--- config.mk ---
export PLATFORM = sky130hd
export DESIGN_NAME = dec_nto2n_scan_flat
export DESIGN_NICKNAME = d
export VERILOG_FILES = /design/src/rtl/dec_nto2n_scan_if.sv /design/src/rtl/dec_nto2n_scan.sv /design/src/flat_wrapper.sv
export SDC_FILE = /design/constraint.sdc
export NUM_CORES = 1
export LEC_CHECK = 0
export ABC_AREA = 1
export CAP_MARGIN = 5
export CORE_AREA = 2 2 39 41
export CTS_CLUSTER_DIAMETER = 200
export DETAILED_ROUTE_END_ITERATION = 16
export DIE_AREA = 0 0 41 43
export DONT_BUFFER_PORTS = 1
export PLACE_DENSITY = 0.56
export SLEW_MARGIN = 25
export SYNTH_ARGS = -nofsm -noshare
export SYNTH_HDL_FRONTEND = slang
export SYNTH_SLANG_ARGS = --single-unit
--- constraint.sdc ---
create_clock -name clk -period 3.3 [get_ports clk]
set_input_delay 0.825 -clock clk [delete_from_list [all_inputs] [get_ports clk]]
set_output_delay 0.825 -clock clk [all_outputs]
set_load 0.02 [all_outputs]
--- src/rtl/dec_nto2n_scan_if.sv ---
// Select/decode bundle for dec_nto2n_scan.
// Master drives en/mode/sel; slave returns Y/idx/wrap.
interface dec_nto2n_scan_if #(
   parameter int N = 2
);
   localparam int W = 1 << N;

   logic         en;
   logic         mode;
   logic [N-1:0] sel;
   logic [W-1:0] Y;
   logic [N-1:0] idx;
   logic         wrap;

   modport master (
      output en, mode, sel,
      input  Y, idx, wrap
   );

   modport slave (
      input  en, mode, sel,
      output Y, idx, wrap
   );
endinterface

--- src/rtl/dec_nto2n_scan.sv ---
// N-to-2^N one-hot decoder, direct or prescaled scan mode.
// Define DEC_ACTIVE_LOW_EN for active-low Y.
module dec_nto2n_scan #(
   parameter int N         = 2,
   parameter int PRESCALE  = 4,
   parameter int SCAN_LAST = 3
) (
   input  logic             clk,
   input  logic             rst,
   dec_nto2n_scan_if.slave  bus
);
   localparam int W  = 1 << N;
   localparam int PW = (PRESCALE > 1) ? $clog2(PRESCALE) : 1;
   localparam logic [N-1:0]  LAST = N'(SCAN_LAST);
   localparam logic [PW-1:0] PMAX = PW'(PRESCALE - 1);

   if (N < 1) begin : g_bad_n
      $error("dec_nto2n_scan: N must be >= 1");
   end
   if (PRESCALE < 1) begin : g_bad_pre
      $error("dec_nto2n_scan: PRESCALE must be >= 1");
   end
   if (SCAN_LAST < 0 || SCAN_LAST > W - 1) begin : g_bad_last
      $error("dec_nto2n_scan: SCAN_LAST out of range");
   end

   logic [N-1:0]  idx_q, idx_d;
   logic [W-1:0]  yh_q, yh_d;
   logic          wrap_q, wrap_d;
   logic [PW-1:0] pre_q, pre_d;
   logic          mode_q, mode_d;
   logic [PW-1:0] pre_eff;

   // Entering scan from direct always counts from a fresh prescaler.
   always_comb begin
      idx_d   = idx_q;
      pre_d   = pre_q;
      wrap_d  = 1'b0;
      mode_d  = mode_q;
      yh_d    = '0;
      pre_eff = mode_q ? pre_q : '0;
      if (bus.en) begin
         mode_d = bus.mode;
         if (!bus.mode) begin
            idx_d = bus.sel;
            pre_d = '0;
         end else if (pre_eff == PMAX) begin
            pre_d = '0;
            if (idx_q >= LAST) begin
               idx_d  = '0;
               wrap_d = 1'b1;
            end else begin
               idx_d = idx_q + N'(1);
            end
         end else begin
            pre_d = pre_eff + PW'(1);
         end
         yh_d = W'(1) << idx_d;
      end
   end

   always_ff @(posedge clk) begin
      if (rst) begin
         idx_q  <= '0;
         yh_q   <= '0;
         wrap_q <= 1'b0;
         pre_q  <= '0;
         mode_q <= 1'b0;
      end else begin
         idx_q  <= idx_d;
         yh_q   <= yh_d;
         wrap_q <= wrap_d;
         pre_q  <= pre_d;
         mode_q <= mode_d;
      end
   end

`ifdef DEC_ACTIVE_LOW_EN
   assign bus.Y = ~yh_q;
`else
   assign bus.Y = yh_q;
`endif
   assign bus.idx  = idx_q;
   assign bus.wrap = wrap_q;
endmodule
--- src/flat_wrapper.sv ---
// flat-port wrapper written by rule: the top's interface ports become plain ports
module dec_nto2n_scan_flat 
#(
   parameter int N         = 2,
   parameter int PRESCALE  = 4,
   parameter int SCAN_LAST = 3
)
  (clk, rst, bus_en, bus_mode, bus_sel, bus_Y, bus_idx, bus_wrap);
  dec_nto2n_scan_if #(.N(N)) bus_i ();
  input  logic clk;
  input  logic rst;
  input wire logic [$bits(bus_i.en)-1:0] bus_en;
  input wire logic [$bits(bus_i.mode)-1:0] bus_mode;
  input wire logic [$bits(bus_i.sel)-1:0] bus_sel;
  output wire logic [$bits(bus_i.Y)-1:0] bus_Y;
  output wire logic [$bits(bus_i.idx)-1:0] bus_idx;
  output wire logic [$bits(bus_i.wrap)-1:0] bus_wrap;
  assign bus_i.en = bus_en;
  assign bus_i.mode = bus_mode;
  assign bus_i.sel = bus_sel;
  assign bus_Y = bus_i.Y;
  assign bus_idx = bus_i.idx;
  assign bus_wrap = bus_i.wrap;
  dec_nto2n_scan #(.N(N), .PRESCALE(PRESCALE), .SCAN_LAST(SCAN_LAST)) u_core (.clk(clk), .rst(rst), .bus(bus_i));
endmodule
==> results.sh <==
export IMPL_status="finished, final reports clean"
export IMPL_cts_hold_buf=0
export IMPL_grt_antenna_before_repair=0
export IMPL_met3WireLength_um=60
export IMPL_drt_met1_wl_um=312
export IMPL_yosysMostFrequentCell="nand2_1"
export IMPL_synthSimpleGateAreaFrac_pct=26.1
export IMPL_syn_area_per_cell_um2=7.70
export IMPL_start_util_pct=29.5
export IMPL_layout_min_cycle_time_ns=1.62
export IMPL_clk_pin_slew_ns=0.07
export IMPL_hpwl_um=577
export IMPL_grtUsageTotal_pct=9.55
export IMPL_synth_compound_area_share_pct=11.3
export IMPL_fmax_mhz=617
export IMPL_rows=14
export IMPL_grt_pass1_vias=311
export IMPL_ys_top_cells_by_area="dfxtp_1 (49%), nand2_1 (11%), ha_1 (6.1%)"
export IMPL_p_seq_share_pct=51.6
export IMPL_synthFlopType="dfxtp_1"
export IMPL_cts_made_buffers=3
export IMPL_grt_overflow=0
export IMPL_worstPathArrival_ns=0.80
export IMPL_drc=0
export IMPL_ys_seq_elements=10
export IMPL_p_leak_uw=0.000215
export IMPL_synthMuxAreaShare_pct=0
export IMPL_io_pins=13
export IMPL_fin_worst_skew_ns=0.00177
export IMPL_dieArea_um2=1760
export IMPL_num_vias=342
export IMPL_crit_required_ns=2.47
export IMPL_areaGrowthSynthToFinish_pct=13.8
export IMPL_syn_cell_area_um2=408
export IMPL_crit_fanout=5
export IMPL_vdd_drop_max_mv=0.178
export IMPL_yosysUniqueCellTypes=14
export IMPL_cts_tree="done"
export IMPL_fin_tns_setup_ns=0
export IMPL_worstSetupPathType="flip-flop to output port"
export IMPL_critPathLaunchType="flip-flop"
export IMPL_synth_common_cells="nand2_1 (12), dfxtp_1 (10), nor2_1 (6)"
export IMPL_p_sw_uw=60.1
export IMPL_final_max_slew_viol_count=0
export IMPL_routed_top_layer="met4"
export IMPL_clock_root_buffer="clkbuf_4"
export IMPL_wl_per_cell_um=10.3
export IMPL_htreeDepth=1
export IMPL_maxCapViolations=0
export IMPL_worst_pin_slew_ns=0.346
export IMPL_drt_iter0_drc=7
export IMPL_cts_buffer_depth=2
export IMPL_numPortBuffers=0
export IMPL_ys_async_sr_fraction_pct=0
export IMPL_die_x_um=41
export IMPL_vias_per_cell=4.68
export IMPL_grt_max_degree=9
export IMPL_synth_top_cell_by_area="dfxtp_1"
export IMPL_synth_top_family_by_area="simple AND/OR/NAND/NOR gates"
export IMPL_num_nets_final=66
export IMPL_diodes=0
export IMPL_final_hold_viol_count=0
export IMPL_first_pass_iters=3
export IMPL_grt_pass1_wl_mm=1.10
export IMPL_cts_setup_buffers=0
export IMPL_gp_congestion=0.625
export IMPL_die_h_um=43
export IMPL_sw_frac_of_total_pct=23.2
export IMPL_synth_edff_count=0
export IMPL_fin_crit_sh_pct=49.1
export IMPL_synth_top_area_share_pct=49.1
export IMPL_met2_length_um=359
export IMPL_drive_gt1_share_pct=15.8
export IMPL_relSlewSlack_pct=76.9
export IMPL_postRouteAntennaNets=0
export IMPL_pwr_share_clk_pct=42.6
export IMPL_share_comb_of_total_power_pct=5.7
export IMPL_rsz0062_at_grt="false"
export IMPL_power_uw=259
export IMPL_powerDensity_nw_per_um2=558
export IMPL_clk_latency_ns=0.27
export IMPL_internal_power_uw=199
export IMPL_core_area_um2=1380
export IMPL_cts_sinks=10
export IMPL_synth_nets=61
export IMPL_cts_resized=0
export IMPL_setup_viol=0
export IMPL_totalWireLength_um=754
export IMPL_synthAdderAreaFrac_pct=6.13
export IMPL_end_kind="output port"
export IMPL_hp_class="flip-flop to flip-flop"
export IMPL_synthXorXnorAreaFrac_pct=0
export IMPL_synth_cells=53
export IMPL_synth_warnings=0
export IMPL_seq_area_frac_synth_pct=49.1
[cell usage in the layout, fill, tap and decap left out, drive strengths merged]
cell / n
clkbuf: 4
nand2: 13
dfxtp: 10
ha: 2
or2: 1
nand3: 4
nor2: 6
a21oi: 5
inv: 8
nor4: 1
o21ai: 2
o211ai: 1
[worst min-delay path, delay by kind of cell (launching register included)]
family | cells | cell delay [ns]
AOI/OAI and AO/OA | 1 | 0.05
DFF | 1 | 0.31
and+or+nand+nor | 1 | 0.06
[layout make-up]
cell class              instances  area (um2)
inverters                       8        30.0
flip-flops and latches         10         200
clock buffers                   4        36.3
multi-input cells              35         178
fillers                       152         920
well taps                      16        20.0
[cell families (layout without fill, tap and decap cells)]
kind of cell / Yosys count / after routing
AND/OR/NAND/NOR: 25 / 25
buffers and inverters: 8 / 12
flip-flops: 10 / 10
adder cells (fa/ha/maj): 2 / 2
AO/OA/AOI/OAI: 8 / 8
[worst paths after layout]
check	start	end	slack (ns)	cells after the start
max	u_core.bus.idx[0]$_SDFFE_PP0P_	bus_idx[0]	1.68	0
min	u_core.pre_q[1]$_SDFFE_PP0P_	u_core.pre_q[1]$_SDFFE_PP0P_	0.46	2
max reg2reg	u_core.bus.idx[0]$_SDFFE_PP0P_	u_core.bus.idx[1]$_SDFFE_PP0P_	1.99	5
min reg2reg	u_core.pre_q[1]$_SDFFE_PP0P_	u_core.pre_q[1]$_SDFFE_PP0P_	0.46	2
[state kept, by name, indices dropped and copies added, names as in the netlist]
name	flops
u_core.bus.Y	4
u_core.bus.idx	2
u_core.bus.wrap	1
u_core.mode_q	1
u_core.pre_q	2
[per-stage QoR]
stage,util [%],worst slack (ns),instances,instance area (um2),hold slack (ns)
2_1_floorplan,-,1.99,53,408,0.437
3_3_place_gp,30.9,1.95,69,428,0.444
3_5_place_dp,30.9,1.95,69,428,0.448
4_1_cts,33.5,1.67,73,464,0.458
5_1_grt,33.5,1.64,73,464,0.486
6_report,33.5,1.68,73,464,0.458
[power groups by stage]
stage          Clock, uW  Sequential, uW  Combinational, uW
2_1_floorplan          0             136               12.9
5_1_grt              113             135               17.7
6_report             110             134               14.9
3_3_place_gp           0             137               14.7
4_1_cts              111             134               15.1
3_5_place_dp           0             137               15.1
[layer usage]
| metal | up-vias | GRT usage (%) |
|---|---|---|
| li1 | 180 | - |
| met3 | 3 | 2.09 |
| met5 | - | 0 |
| met2 | 12 | 16.3 |
| met1 | 147 | 7.74 |
| met4 | 0 | 10.0 |
Power figures use the tool's default switching activity.
